===== src/rtl/mem_stage.sv =====
// Memory-access stage: stalling request/acknowledge transaction with a multi-cycle
// data memory, registered writeback value, and a sticky error for bad or timed-out accesses.
module mem_stage #(
    parameter int unsigned TIMEOUT = 255
) (
    input  logic        Clk,
    input  logic        Rst,
    input  logic        Valid,
    input  logic        MemRead,
    input  logic        MemWrite,
    input  logic [15:0] Addr,
    input  logic [15:0] WrData,
    input  logic [15:0] MemDataIn,
    input  logic        MemAck,
    output logic        MemReq,
    output logic        MemWr,
    output logic [15:0] MemAddr,
    output logic [15:0] MemDataOut,
    output logic        Stall,
    output logic        WbValid,
    output logic [15:0] WbData,
    output logic        Err
);

    typedef enum logic [1:0] {IDLE, BUSY, DONE} stateT;

    localparam logic [7:0] CntLast = 8'(TIMEOUT - 1);

    stateT       state;
    stateT       stateNext;
    logic [7:0]  waitCnt;
    logic        isRead;

    logic        legalOp;
    logic        illegalOp;
    logic        startReq;
    logic        ackDone;
    logic        timedOut;
    logic        passThru;

    assign legalOp   = Valid & (MemRead ^ MemWrite) & ~Addr[0];
    assign illegalOp = Valid & (MemRead | MemWrite) & ~legalOp;

    always_comb begin
        stateNext = state;
        Stall     = 1'b0;
        startReq  = 1'b0;
        ackDone   = 1'b0;
        timedOut  = 1'b0;
        passThru  = 1'b0;
        if (Err) begin
            Stall     = 1'b1;
            stateNext = IDLE;
        end else begin
            case (state)
                IDLE: begin
                    if (legalOp) begin
                        Stall     = 1'b1;
                        startReq  = 1'b1;
                        stateNext = BUSY;
                    end else if (illegalOp) begin
                        Stall = 1'b1;
                    end else if (Valid) begin
                        passThru = 1'b1;
                    end
                end
                BUSY: begin
                    Stall = 1'b1;
                    if (MemAck) begin
                        ackDone   = 1'b1;
                        stateNext = DONE;
                    end else if (waitCnt == CntLast) begin
                        timedOut  = 1'b1;
                        stateNext = IDLE;
                    end
                end
                DONE: begin
                    stateNext = IDLE;
                end
                default: begin
                    stateNext = IDLE;
                end
            endcase
        end
        // Reset overrides everything so upstream is never frozen while Rst is high
        if (Rst) begin
            Stall = 1'b0;
        end
    end

    always_ff @(posedge Clk) begin
        if (Rst) begin
            state <= IDLE;
        end else begin
            state <= stateNext;
        end
    end

    always_ff @(posedge Clk) begin
        if (Rst) begin
            waitCnt    <= '0;
            isRead     <= 1'b0;
            MemReq     <= 1'b0;
            MemWr      <= 1'b0;
            MemAddr    <= '0;
            MemDataOut <= '0;
            WbValid    <= 1'b0;
            WbData     <= '0;
            Err        <= 1'b0;
        end else begin
            WbValid <= 1'b0;
            if (startReq) begin
                MemReq     <= 1'b1;
                MemWr      <= MemWrite;
                MemAddr    <= Addr;
                MemDataOut <= WrData;
                isRead     <= MemRead;
                waitCnt    <= '0;
            end
            if (state == IDLE && !Err && illegalOp) begin
                Err <= 1'b1;
            end
            if (passThru) begin
                WbValid <= 1'b1;
                WbData  <= Addr;
            end
            // MemAddr doubles as the captured address for store writeback
            if (ackDone) begin
                MemReq  <= 1'b0;
                WbValid <= 1'b1;
                WbData  <= isRead ? MemDataIn : MemAddr;
            end else if (timedOut) begin
                MemReq <= 1'b0;
                Err    <= 1'b1;
            end else if (state == BUSY && !Err) begin
                waitCnt <= waitCnt + 8'd1;
            end
        end
    end

endmodule


===== config.mk =====
export PLATFORM = sky130hd
export DESIGN_NAME = mem_stage
export DESIGN_NICKNAME = d
export VERILOG_FILES = /design/src/rtl/mem_stage.sv
export SDC_FILE = /design/constraint.sdc
export NUM_CORES = 1
export LEC_CHECK = 0
export CORE_MARGIN = 3
export CORE_UTILIZATION = 44
export CTS_CLUSTER_DIAMETER = 30
export DETAILED_ROUTE_END_ITERATION = 7
export GPL_ROUTABILITY_DRIVEN = 0
export PLACE_DENSITY_LB_ADDON = 0.25
export SYNTH_ARGS = -nofsm -noshare
export SYNTH_HDL_FRONTEND = slang
export SYNTH_SLANG_ARGS = --single-unit

===== constraint.sdc =====
create_clock -name Clk -period 2.9 [get_ports Clk]
set_clock_uncertainty 0.15 [all_clocks]
set_input_delay 0.435 -clock Clk [delete_from_list [all_inputs] [get_ports Clk]]
set_output_delay 0.435 -clock Clk [all_outputs]
set_load 0.02 [all_outputs]

# == Word level (Yosys, flattened, before mapping) ==
# Cells that the tools add are included.
# word_totals
word_cells,68
mem_bits_rw,0
latchBits,0
romBits,0
input_bits,54
ff_bits,63
n_memories,0
out_inout_bits,53
# classes
bitwise_logic,8
n_eq_ne,4
multipliers,0
shift,0
mux,36
n_reduce_logical,9
n_addsub,1
order_cmp,0
n_div,0
# ops
op,count
16-bit two-way mux,3
8-bit two-way mux,4
1-bit two-way mux,24
8-bit by 1-bit adder with 8-bit output (second input constant),1
8-bit equality test (second input constant),1
2-bit two-way mux,3
1-bit bitwise AND,4
2-bit one-hot mux with 2 select lines,1
1-bit logical AND,3
3-bit inequality test (second input constant),1
3-bit OR reduction,1
2-bit by 1-bit equality test with 1-bit output (second input constant),1
2-bit zero test,1
2-bit inequality test (second input constant),1
1-bit inverter,2
1-bit one-hot mux with 2 select lines,1
2-bit AND reduction,1
2-bit nonzero test,1
2-bit OR reduction,1
1-bit zero test,1
1-bit bitwise OR,1
1-bit XOR,1

# == Longest topological paths before layout ==
# depth
ltp_word,11
depth_mapped,8
depth_no_buf,6

# == Worst setup path before layout ==
# Ideal clock, no wire load.
# synth_timing
kind,input to register
from,input port MemRead
to,register waitCnt[5]
required_ps,2617
path_slack_ps,677
path_buffers,2
arrival_ps,1941
setup_ps,133
stages,8
path_cell_list,inv_1 -> ha_1 -> nand3b_1 -> or4_2 -> clkbuf_1 -> clkbuf_1 -> nand3_1 -> a31oi_1
# synth_via
elab_chain_len,10
# synth_lines
element,line_no,rtl
"start, declared",9,"input logic MemRead,"
1-bit XOR *,41,assign legalOp = Valid & (MemRead ^ MemWrite) & ~Addr[0];
1-bit bitwise AND * (2 in a row),41,
1-bit two-way mux *,57,if (legalOp) begin
1-bit two-way mux *,55,case (state)
1-bit two-way mux *,51,if (Err) begin
8-bit two-way mux *,112,if (startReq) begin
8-bit two-way mux,135,end else if (state == BUSY && !Err) begin
8-bit two-way mux,132,end else if (timedOut) begin
8-bit two-way mux *,128,if (ackDone) begin
"end signal, assigned",136,waitCnt <= waitCnt + 8'd1;
"end, declared",31,logic [7:0] waitCnt;
# Mark *: on every way between the ends. The rest lies on a longest branch, timed or not.
# A chain may end at the register's enable or synchronous reset.

# == Worst setup path in the final report ==
# layout_timing
from,input port MemWrite
to,output port Stall
# layout_via
elab_chain_len,10
word_cells_on_any_way,12
classes_between,mux: 5; bitwise: 7
# layout_lines
element,line_no,rtl
"start, declared",10,"input logic MemWrite,"
1-bit XOR,41,
1-bit bitwise AND (2 in a row),41,
1-bit inverter,42,assign illegalOp = Valid & (MemRead | MemWrite) & ~legalOp;
1-bit bitwise AND,42,
1-bit two-way mux,61,end else if (illegalOp) begin
1-bit two-way mux *,57,
1-bit one-hot mux with 2 select lines *,55,
1-bit two-way mux *,51,
1-bit two-way mux *,86,if (Rst) begin
"end, declared",19,"output logic Stall,"
# Marked as above.

==> metrics.csv <==
metric,value,unit
finalSetupViolations,0,
ctsResizeCount,0,
synthArstFlopShare,0,%
stdcell_count,507,
hold_violations,0,
synth_cell_type_count,38,
critPathKind,in2out,
hold-path-cell-count,2,
crit_chain,clkdlybuf4s50_1 > inv_1 > ha_1 > nand3b_1 > a31oi_1 > nor2_1 > nor2_1 > dlymetal6s2s_1,
cts_buffers,9,
cts_buffer_depth,2,
rows,28,
crit_path_end_kind,output port,
mostFrequentLayoutCells,"clkdlybuf4s50_1, nand2_1, dfxtp_1",
fin_crit_sh,85.95,%
antenna_left,0,
cp.arrival,1.91,ns
drv_slew,0,
port_buffers,106,
ys_seq_area_share,44.04,%
start_kind,input port,
cpPeakStageDelay,0.49,ns
ys_seq_elements,63,
drtPass1Iterations,4,
slew_headroom,55.82,%
areaGrowthSynthToFinish,46.35,%
routedWlPerCell,14.26,µm
drc,0,
r2r_cells,5,
internal-power,1.488,mW
place.detailed.hpwl,4888,µm
path_clk_slew,0.07,ns
dp.cells,491,
cap_violations,0,
netlist_area,2864,µm²
tns,0,ns
final_common_cell,clkdlybuf4s50_1,
crit_fanout,2,
hold_end,MemDataOut[10]$_SDFFE_PP0P_,
drive_above_1_share,15.05,%
synthCells,324,
synth.avg_cell_area,8.839,µm²
combPwrFrac,16.0,%
initialDrtViolationCount,96,
die-width,86.68,µm
routed_wl,7228,µm
cts.htree.levels,3,
yosys_warnings,0,
vias_per_cell,5.134,
cts_num_sinks,63,
p_leak,1.508,nW
hold_path.class,reg2reg,
peakVddDrop,0.0003245,V
die_y,86.68,µm
grt_pass1_vias,2587,
grt_setup_unrepaired,no,
synth_edf_count,0,
worst_slew_pin_slew,0.6627,ns
cts_hold_buf,0,
min_period,2.492,ns
fmax,401.2,MHz
vias,2603,
grt.overflow.total,0,
hp-start,MemDataOut[10]$_SDFFE_PP0P_,
clkLatencyLatePin,0.33,ns
switching_share,24.66,%
die-area,7513,µm²
initial_core_util,46.98,%
cpMostUsedCell,nor2_1,
ios,107,
antenna_found_initial,0,
crit_family,buffers and inverters,
critical_path_required,2.32,ns
outcome,"finished, final reports clean",
fin_nets,484,
p_sw,487.1,µW
cp_slowest_cell,clkdlybuf4s50_1,
reg2reg_to,WbData[1]$_SDFFE_PP0P_,
r2r-start,Err$_SDFF_PP0_,
reg2reg_slack,0.82,ns
grt_pass1_wl,11940,µm
hold_slack,0.3016,ns
core-area,6096,µm²
gr-usage-all-layers,19.99,%
p_clk_share,37.7,%
ys.flop_type,dfxtp_1,
critPathBufInv,3,
clockRootBuffer,clkbuf_8,
syn-num-nets,381,
diodes,0,
grt_max_degree,65,
cts_setup_buffers,0,
power_density,471.2,nW/µm²
cts_tree,built,
seqPwrFrac,46.3,%
tightest hold or removal path, stage by stage, from the launching register on:
cell and delay (ns):
dfxtp_1 0.31, nand2_1 0.05, a21oi_1 0.05
through the flow:
stage,power [mW],instance area [µm²],util (%),setup slack [ns]
3_5_place_dp,1.252,3999,65.60,0.01418
6_report,1.975,4192,68.76,0.4075
3_3_place_gp,1.247,3999,65.60,0.03036
2_1_floorplan,1.087,2864,-,0.6766
4_1_cts,1.992,4189,68.72,0.002508
5_1_grt,2.064,4192,68.76,0.3118
flip-flops by register name, summed over array words and instances (netlist names):
name,flops
waitCnt,8
MemAddr,16
WbData,16
WbValid,1
state,2
Err,1
MemWr,1
MemDataOut,16
isRead,1
MemReq,1
power groups by stage:
stage	registers (mW)	logic, mW	clock network, mW
global placement	0.933	0.314	0
CTS	0.915	0.319	0.758
floorplan	0.965	0.122	0
detailed placement	0.934	0.318	0
global route	0.919	0.342	0.803
finish	0.915	0.315	0.745
metal layers:
metal	vias up	track usage, %	wire [µm]
met5	-	0	0
met4	0	7.507	106
met3	9	7.034	578
met2	81	32.34	3397
met1	1189	24.45	3145
li1	1324	-	-
logic make-up (layout without fill, tap and decap cells):
logic type	count (synthesis)	in the layout	share of synthesized area (%)
AND/OR/NAND/NOR	131	131	21.19
multiplexers	48	48	18.17
buffers and inverters	28	136	4.718
flip-flops	63	63	44.04
adder cells (fa/ha/maj)	3	3	1.311
AO/OA/AOI/OAI	51	51	10.57
how the worst max path moves through the flow:
stage	start	to	slack [ns]	cells past startpoint
6_report	MemWrite	Stall	0.41	8
2_1_floorplan	MemRead	waitCnt[5]$_SDFF_PP0_	0.68	8
5_1_grt	MemWrite	Stall	0.31	8
4_1_cts	MemWrite	Stall	0.003	8
3_3_place_gp	MemWrite	Stall	0.03	8
3_5_place_dp	MemWrite	Stall	0.01	8
cells in the mapped netlist, types with 3 or more instances:
library cell / number / share of area [%]
mux2_2: 32 / 13
nor2_1: 23 / 3.0
ha_1: 3 / 1.3
mux2i_1: 16 / 5.6
a31oi_1: 4 / 0.87
inv_1: 5 / 0.66
buf_2: 3 / 0.52
clkbuf_1: 16 / 2.1
buf_6: 3 / 1.2
dfxtp_1: 63 / 44
a21oi_1: 39 / 6.8
nand2_1: 69 / 9.0
nand3_1: 15 / 2.6
cell type report:
class                      count  area (µm²)
clock buffer                  12       145.1
clock inverter                 4       45.04
fill                         511        1904
inverter                       5       18.77
multi-input combinational    233        1476
sequential                    63        1261
tap                           75       93.84
timing repair buffer         115        1151
Note: power is estimated with default switching activity, not from simulation.
==> variant 1 (same settings) <==
Make the reset (`Rst`) asynchronous in 2 clocked blocks.
--- a/src/rtl/mem_stage.sv
+++ b/src/rtl/mem_stage.sv
@@ -88,7 +88,7 @@
         end
     end
 
-    always_ff @(posedge Clk) begin
+    always_ff @(posedge Clk or posedge Rst) begin
         if (Rst) begin
             state <= IDLE;
         end else begin
@@ -96,7 +96,7 @@
         end
     end
 
-    always_ff @(posedge Clk) begin
+    always_ff @(posedge Clk or posedge Rst) begin
         if (Rst) begin
             waitCnt    <= '0;
             isRead     <= 1'b0;
Formal check against the unedited RTL: differs if Rst is asserted again (counterexample within 4 cycles, from zero or initial values and one cycle with Rst high); with Rst held inactive, the same outputs for 10 cycles.
==> variant 1 against the unedited design <==
Synthesized area increased by 3.9%. Final area up 1.5%. Sequential cell count unchanged. Highest routed layer unchanged. Wire length is 6.9% lower. Worst hold slack better by 0.030 ns. Final cell count fell by 14%. Sequential share of layout area grew 7.0 points. Setup slack lost 0.26 ns.
Power is not compared: it rests on default switching activity, and its combinational part moved more than twofold at a synthesized area within 25%.
==> variant 1: results (changes against the unedited design) <==
| Metric | Value |
|---|---|
| Status | completed |
| HPWL Detailed | 4850 µm (-0.81%) |
| Overall routed net length | 6730 µm (-6.9%) |
| Synthesized Nets | 304 (-20%) |
| Count of different cell masters after synthesis | 38 (unchanged) |
| DR vias/cell | 5.10 (-0.74%) |
| Ys Warns | 0 (unchanged) |
| Synth Area in Compound Gates | 0.103 (-0.00312) |
| DRT Pass-1 Iters | 6 (+2) |
| First-pass GRT wire length | 10900 µm (-8.7%) |
| # port buffers | 106 (unchanged) |
| Worst EP arrival | 2.16 ns (+0.25 ns) |
| Layout cell share with drive strength beyond 1 | 0.156 (+0.00553) |
| Pin count of the biggest net entering global routing | 46 (-29%) |
| Reg2reg start | state[1] |
| Worst vdd ir | 0.538 mV |
| Placed inst area | 0.00411 mm² (+2.8%) |
| Filler Cells Inserted | 526 (+2.9%) |
| Synth area leaders | dfrtp_1 53%, mux2_4 13%, o21ai_0 5.7% |
| Reg2Reg Depth | 4 (-1) |
| GRT Resource Usage Total | 0.184 (-0.0163) |
| Clk root buf | clkbuf_8 |
| R2R Setup Slk | 1.07 ns (+0.25 ns) |
| Most frequent cells after synthesis | 63 x dfrtp_1, 40 x nand2_1, 34 x o21ai_0 |
| Largest registers | MemAddr: 16 flops, MemDataOut: 16 flops, WbData: 16 flops |
| Critical path fanouts, max | 4 (+2) |
| Initial antenna violation count | 0 (unchanged) |
| Worst setup endpoint | Stall |
| Reg clk slew, reported paths | 0.07 ns (about the same) |
| 1st-iter DRT viols | 51 (-47%) |
| Post-synthesis mux area share | 0.204 (+0.0222) |
| Setup Fix Bufs, Post-CTS | 0 (unchanged) |
| Xor-xnor portion of the synthesized cell area | 0.00294 (+0.00294) |
| Adder-Cell Fraction of Synth Area | 0.0126 (-0.000491) |
| Nets | 413 (-15%) |
| Num CTS Buffers | 9 (unchanged) |
| Worst-Margin Slew | 0.964 ns (+0.301 ns) |
| Sequential area share after synthesis | 0.530 (+0.0895) |
| Clock Tree Buf Depth | 2 (unchanged) |
| Post-synth ARST share | 1.00 (+1.00) |
| Type of the worst min-delay path | flop to flop |
| Vias in the first global route | 2239 (-13%) |
| Critical R2R Capture | waitCnt[5] |
| Max stage delay on crit path | 0.46 ns (-0.03 ns) |
variant 1: cell types whose count changed in the layout (fill, tap and decap cells not counted), moves of 3 or more:
cell,delta
a21oi_1,-37
nand2_1,-29
nor2_1,-22
mux2_4,+26
mux2_2,-27
o21ai_1,+3
a31oi_1,-3
dfrtp_1,+63
o21ai_0,+33
nand3_1,-10
buf_4,-3
dfxtp_1,-63
variant 1: layout make-up:
cell class | instances | area (µm²) | area share
multi-input cells | 164 | 1280 | 0.302
flip-flops and latches | 63 | 1580 | 0.370
clock buffers | 12 | 135 | 0.0318
clock inverters | 2 | 10.0 | 0.00235
well taps | 77 | 96.3 | 0.0226
repair buffers | 112 | 1130 | 0.266
inverters | 6 | 22.5 | 0.00529
variant 1: worst min-delay path by stage:
stage / from / endpoint
finish: WbData[11] / WbData[11]
global route: waitCnt[6] / waitCnt[6]
CTS: WbData[11] / WbData[11]
detailed placement: WbData[11] / WbData[11]
global placement: waitCnt[6] / waitCnt[6]
floorplan: waitCnt[6] / waitCnt[6]
variant 1: layer usage:
layer  wire length, µm  vias to the layer above  track usage  share of wire
met4                83                        0       0.0783          0.012
li1                  -                     1083            -              -
met2              3310                       70        0.301           0.49
met1              2860                     1063        0.233           0.43
met5                 0                        -            0              0
met3               468                        6       0.0438          0.070
variant 1: cell families after synthesis:
family / Yosys count
AOI/OAI and AO/OA: 52
xor gates and xnor gates: 1
adders and majority gates: 3
buffers and inverters: 20
DFF: 63
muxes: 47
and+or+nand+nor: 61
variant 1: metrics by stage:
| step | hold slack [ns] | setup slack, ns | power [µW] | std cells | TNS (ns) |
|---|---|---|---|---|---|
| after global routing | 0.361 | 0.0169 | 4070 | 436 | 0 |
| final | 0.332 | 0.151 | 3850 | 436 | 0 |
| after global placement | 0.312 | -0.0626 | 3230 | 422 | -0.0626 |
| after floorplan | 0.303 | 0.745 | 2400 | 247 | 0 |
| after detailed placement | 0.320 | -0.112 | 3280 | 422 | -0.112 |
| after CTS | 0.335 | 0.160 | 3900 | 436 | 0 |
variant 1: power by group through the flow:
stage | registers (µW) | clock network [µW] | logic [µW]
CTS | 1490 | 626 | 1780
global route | 1540 | 669 | 1870
finish | 1490 | 603 | 1760
global placement | 1480 | 0 | 1750
floorplan | 1830 | 0 | 577
detailed placement | 1500 | 0 | 1770
variant 1: repair_timing:
action,4_1_cts,5_1_grt
setup endpoints to repair,1,0
gates resized for setup,1,0
hold buffers,0,0
variant 1: critical path: cells and delay by family:
| family | cells | cell delay [ns] |
|---|---|---|
| compound gates | 3 | 0.49 |
| buf+inv | 3 | 0.87 |
| simple gates | 1 | 0.10 |
| fa+ha+maj | 1 | 0.27 |
==> variant 2 (same settings) <==
Made on the original files. `TIMEOUT`: 255 -> 127.
--- a/src/rtl/mem_stage.sv
+++ b/src/rtl/mem_stage.sv
@@ -1,7 +1,7 @@
 // Memory-access stage: stalling request/acknowledge transaction with a multi-cycle
 // data memory, registered writeback value, and a sticky error for bad or timed-out accesses.
 module mem_stage #(
-    parameter int unsigned TIMEOUT = 255
+    parameter int unsigned TIMEOUT = 127
 ) (
     input  logic        Clk,
     input  logic        Rst,
Behaviour: same outputs for any inputs over 10 cycles, from zero or initial values and one cycle with Rst high; that may be too few to reach the edited logic, so the function may still have changed.
==> variant 2 against the unedited design <==
Wire length rose by 3.5%. Power down 0.41%. Sequential share of layout area increased by 0.66 points. Final area fell by 2.1%. Setup slack worse by 0.25 ns. Sequential cell count unchanged. Synthesized area fell by 3.6%. Final cell count is 2.2% higher. Highest routed layer unchanged.
==> variant 2: results (changes against the unedited design) <==
| Metric | Value |
|---|---|
| Clock Tree Buf Depth | 2 (unchanged) |
| # port buffers | 106 (unchanged) |
| Layout cell share with drive strength beyond 1 | 0.0835 (-0.0669) |
| CTS resizes | 1 (+1) |
| Count of different cell masters after synthesis | 40 (+5.3%) |
| Status | completed |
| Initial antenna violation count | 0 (unchanged) |
| Wire length on met3 | 699 µm (+21%) |
| Critical path fanouts, max | 2 (unchanged) |
| Top sig layer | met4 |
| Max stage delay on crit path | 0.50 ns |
| Num CTS Buffers | 9 (unchanged) |
| Grt met2 use | 0.332 (+0.00856) |
| DRT met1 WL | 3090 µm (-1.7%) |
| Pin count of the biggest net entering global routing | 59 (-9.2%) |
| 1st-iter DRT viols | 143 (+49%) |
| Placed inst area | 0.00391 mm² (-2.2%) |
| Vias in the first global route | 2609 (+0.85%) |
| Clk root buf | clkbuf_8 |
| Setup Viol. Count Final | 0 (unchanged) |
| Nets | 495 (+2.3%) |
| First-pass GRT wire length | 12000 µm (+0.92%) |
| Main synth FF type | dfxtp_1 |
| Slew HR | 0.574 (+0.0157) |
| Synth area leaders | dfxtp_1 46%, nand2_1 14%, a21oi_1 6.9% |
| GRT Resource Usage Total | 0.207 (+0.00757) |
| HPWL Detailed | 5230 µm (+6.9%) |
| Synth Instances | 332 (+2.5%) |
| Antenna Nets Post-Route | 0 (unchanged) |
| Largest registers | MemAddr: 16 flops, MemDataOut: 16 flops, WbData: 16 flops |
| Lkg Pwr | 0.00146 µW (-3.5%) |
| H-tree levels | 3 (unchanged) |
| Vias | 2731 (+4.9%) |
| Filler Cells Inserted | 476 (-6.8%) |
| Type of the worst min-delay path | flop to flop |
| Sequential area share after synthesis | 0.457 (+0.0164) |
| CP delay by family, top | buffers and inverters |
| Ys Warns | 0 (unchanged) |
| Worst skew pair latency | 0.33 ns (about the same) |
| Dpl cells | 502 (+2.2%) |
| Worst vdd ir | 0.291 mV (-10%) |
| Synthesized Nets | 389 (+2.1%) |
| Setup slack at placement | -0.107 ns (-0.121 ns) |
| Met3 usage | 0.0738 (+0.00344) |
| Worst EP arrival | 2.16 ns (+0.25 ns) |
| Non-Filler Instances | 518 (+2.2%) |
| N_diodes | 0 (unchanged) |
| Met2 WL | 3590 µm (+5.7%) |
| DRT Pass-1 Iters | 4 (unchanged) |
| GR Util met1 | 0.245 (about the same) |
| WL/cell | 14.4 µm (+1.3%) |
| Reg clk slew, reported paths | 0.06 ns |
| CP max-delay cell | clkdlybuf4s50_1 |
| Setup Fix Bufs, Post-CTS | 0 (unchanged) |
| Most frequent cells after synthesis | 101 x nand2_1, 63 x dfxtp_1, 38 x a21oi_1 |
==> variant 2: cell types whose count changed after synthesis, sizes merged, moves of 4 or more <==
cell / change
nand2: +32
mux2: -31
nor2: -19
a211oi: +17
mux2i: -16
nor2b: +16
a311oi: +14
nand3: -12
nor3b: +4
==> variant 2: worst paths after layout <==
check | end | cells after the start | slack [ns] | from
max | Stall | 8 | 0.16 | MemRead
min | MemWr | 2 | 0.30 | MemWr
max reg2reg | waitCnt[3] | 4 | 0.95 | Err
min reg2reg | MemWr | 2 | 0.30 | MemWr
==> variant 2: cells by family after synthesis <==
| family | count (synthesis) | share of synthesized area |
|---|---|---|
| AND/OR/NAND/NOR | 154 | 0.274 |
| multiplexers | 1 | 0.00408 |
| flip-flops | 63 | 0.457 |
| adder cells (fa/ha/maj) | 3 | 0.0136 |
| buffers and inverters | 28 | 0.0439 |
| AO/OA/AOI/OAI | 83 | 0.208 |
==> variant 2: through the flow <==
stage	utilization	hold WS (ns)
floorplan	-	0.337
global placement	0.653	0.291
detailed placement	0.653	0.299
CTS	0.685	0.306
global route	0.685	0.326
finish	0.685	0.303
==> variant 2: report_power, final <==
| group | leakage (µW) | switching, µW | total [µW] | internal (µW) |
|---|---|---|---|---|
| clock | 0.0000936 | 324 | 744 | 420 |
| combinational | 0.000851 | 146 | 304 | 158 |
| sequential | 0.000511 | 21.6 | 919 | 897 |
| total | 0.00146 | 492 | 1970 | 1480 |
==> variant 2: cell type report <==
| class | instances | area (µm²) | share of cell area |
|---|---|---|---|
| timing repair buffer | 118 | 1160 | 0.282 |
| clock inverter | 3 | 42.5 | 0.0104 |
| clock buffer | 13 | 149 | 0.0363 |
| sequential | 63 | 1260 | 0.308 |
| tap | 75 | 93.8 | 0.0229 |
| multi-input combinational | 241 | 1380 | 0.336 |
| inverter | 5 | 18.8 | 0.00458 |
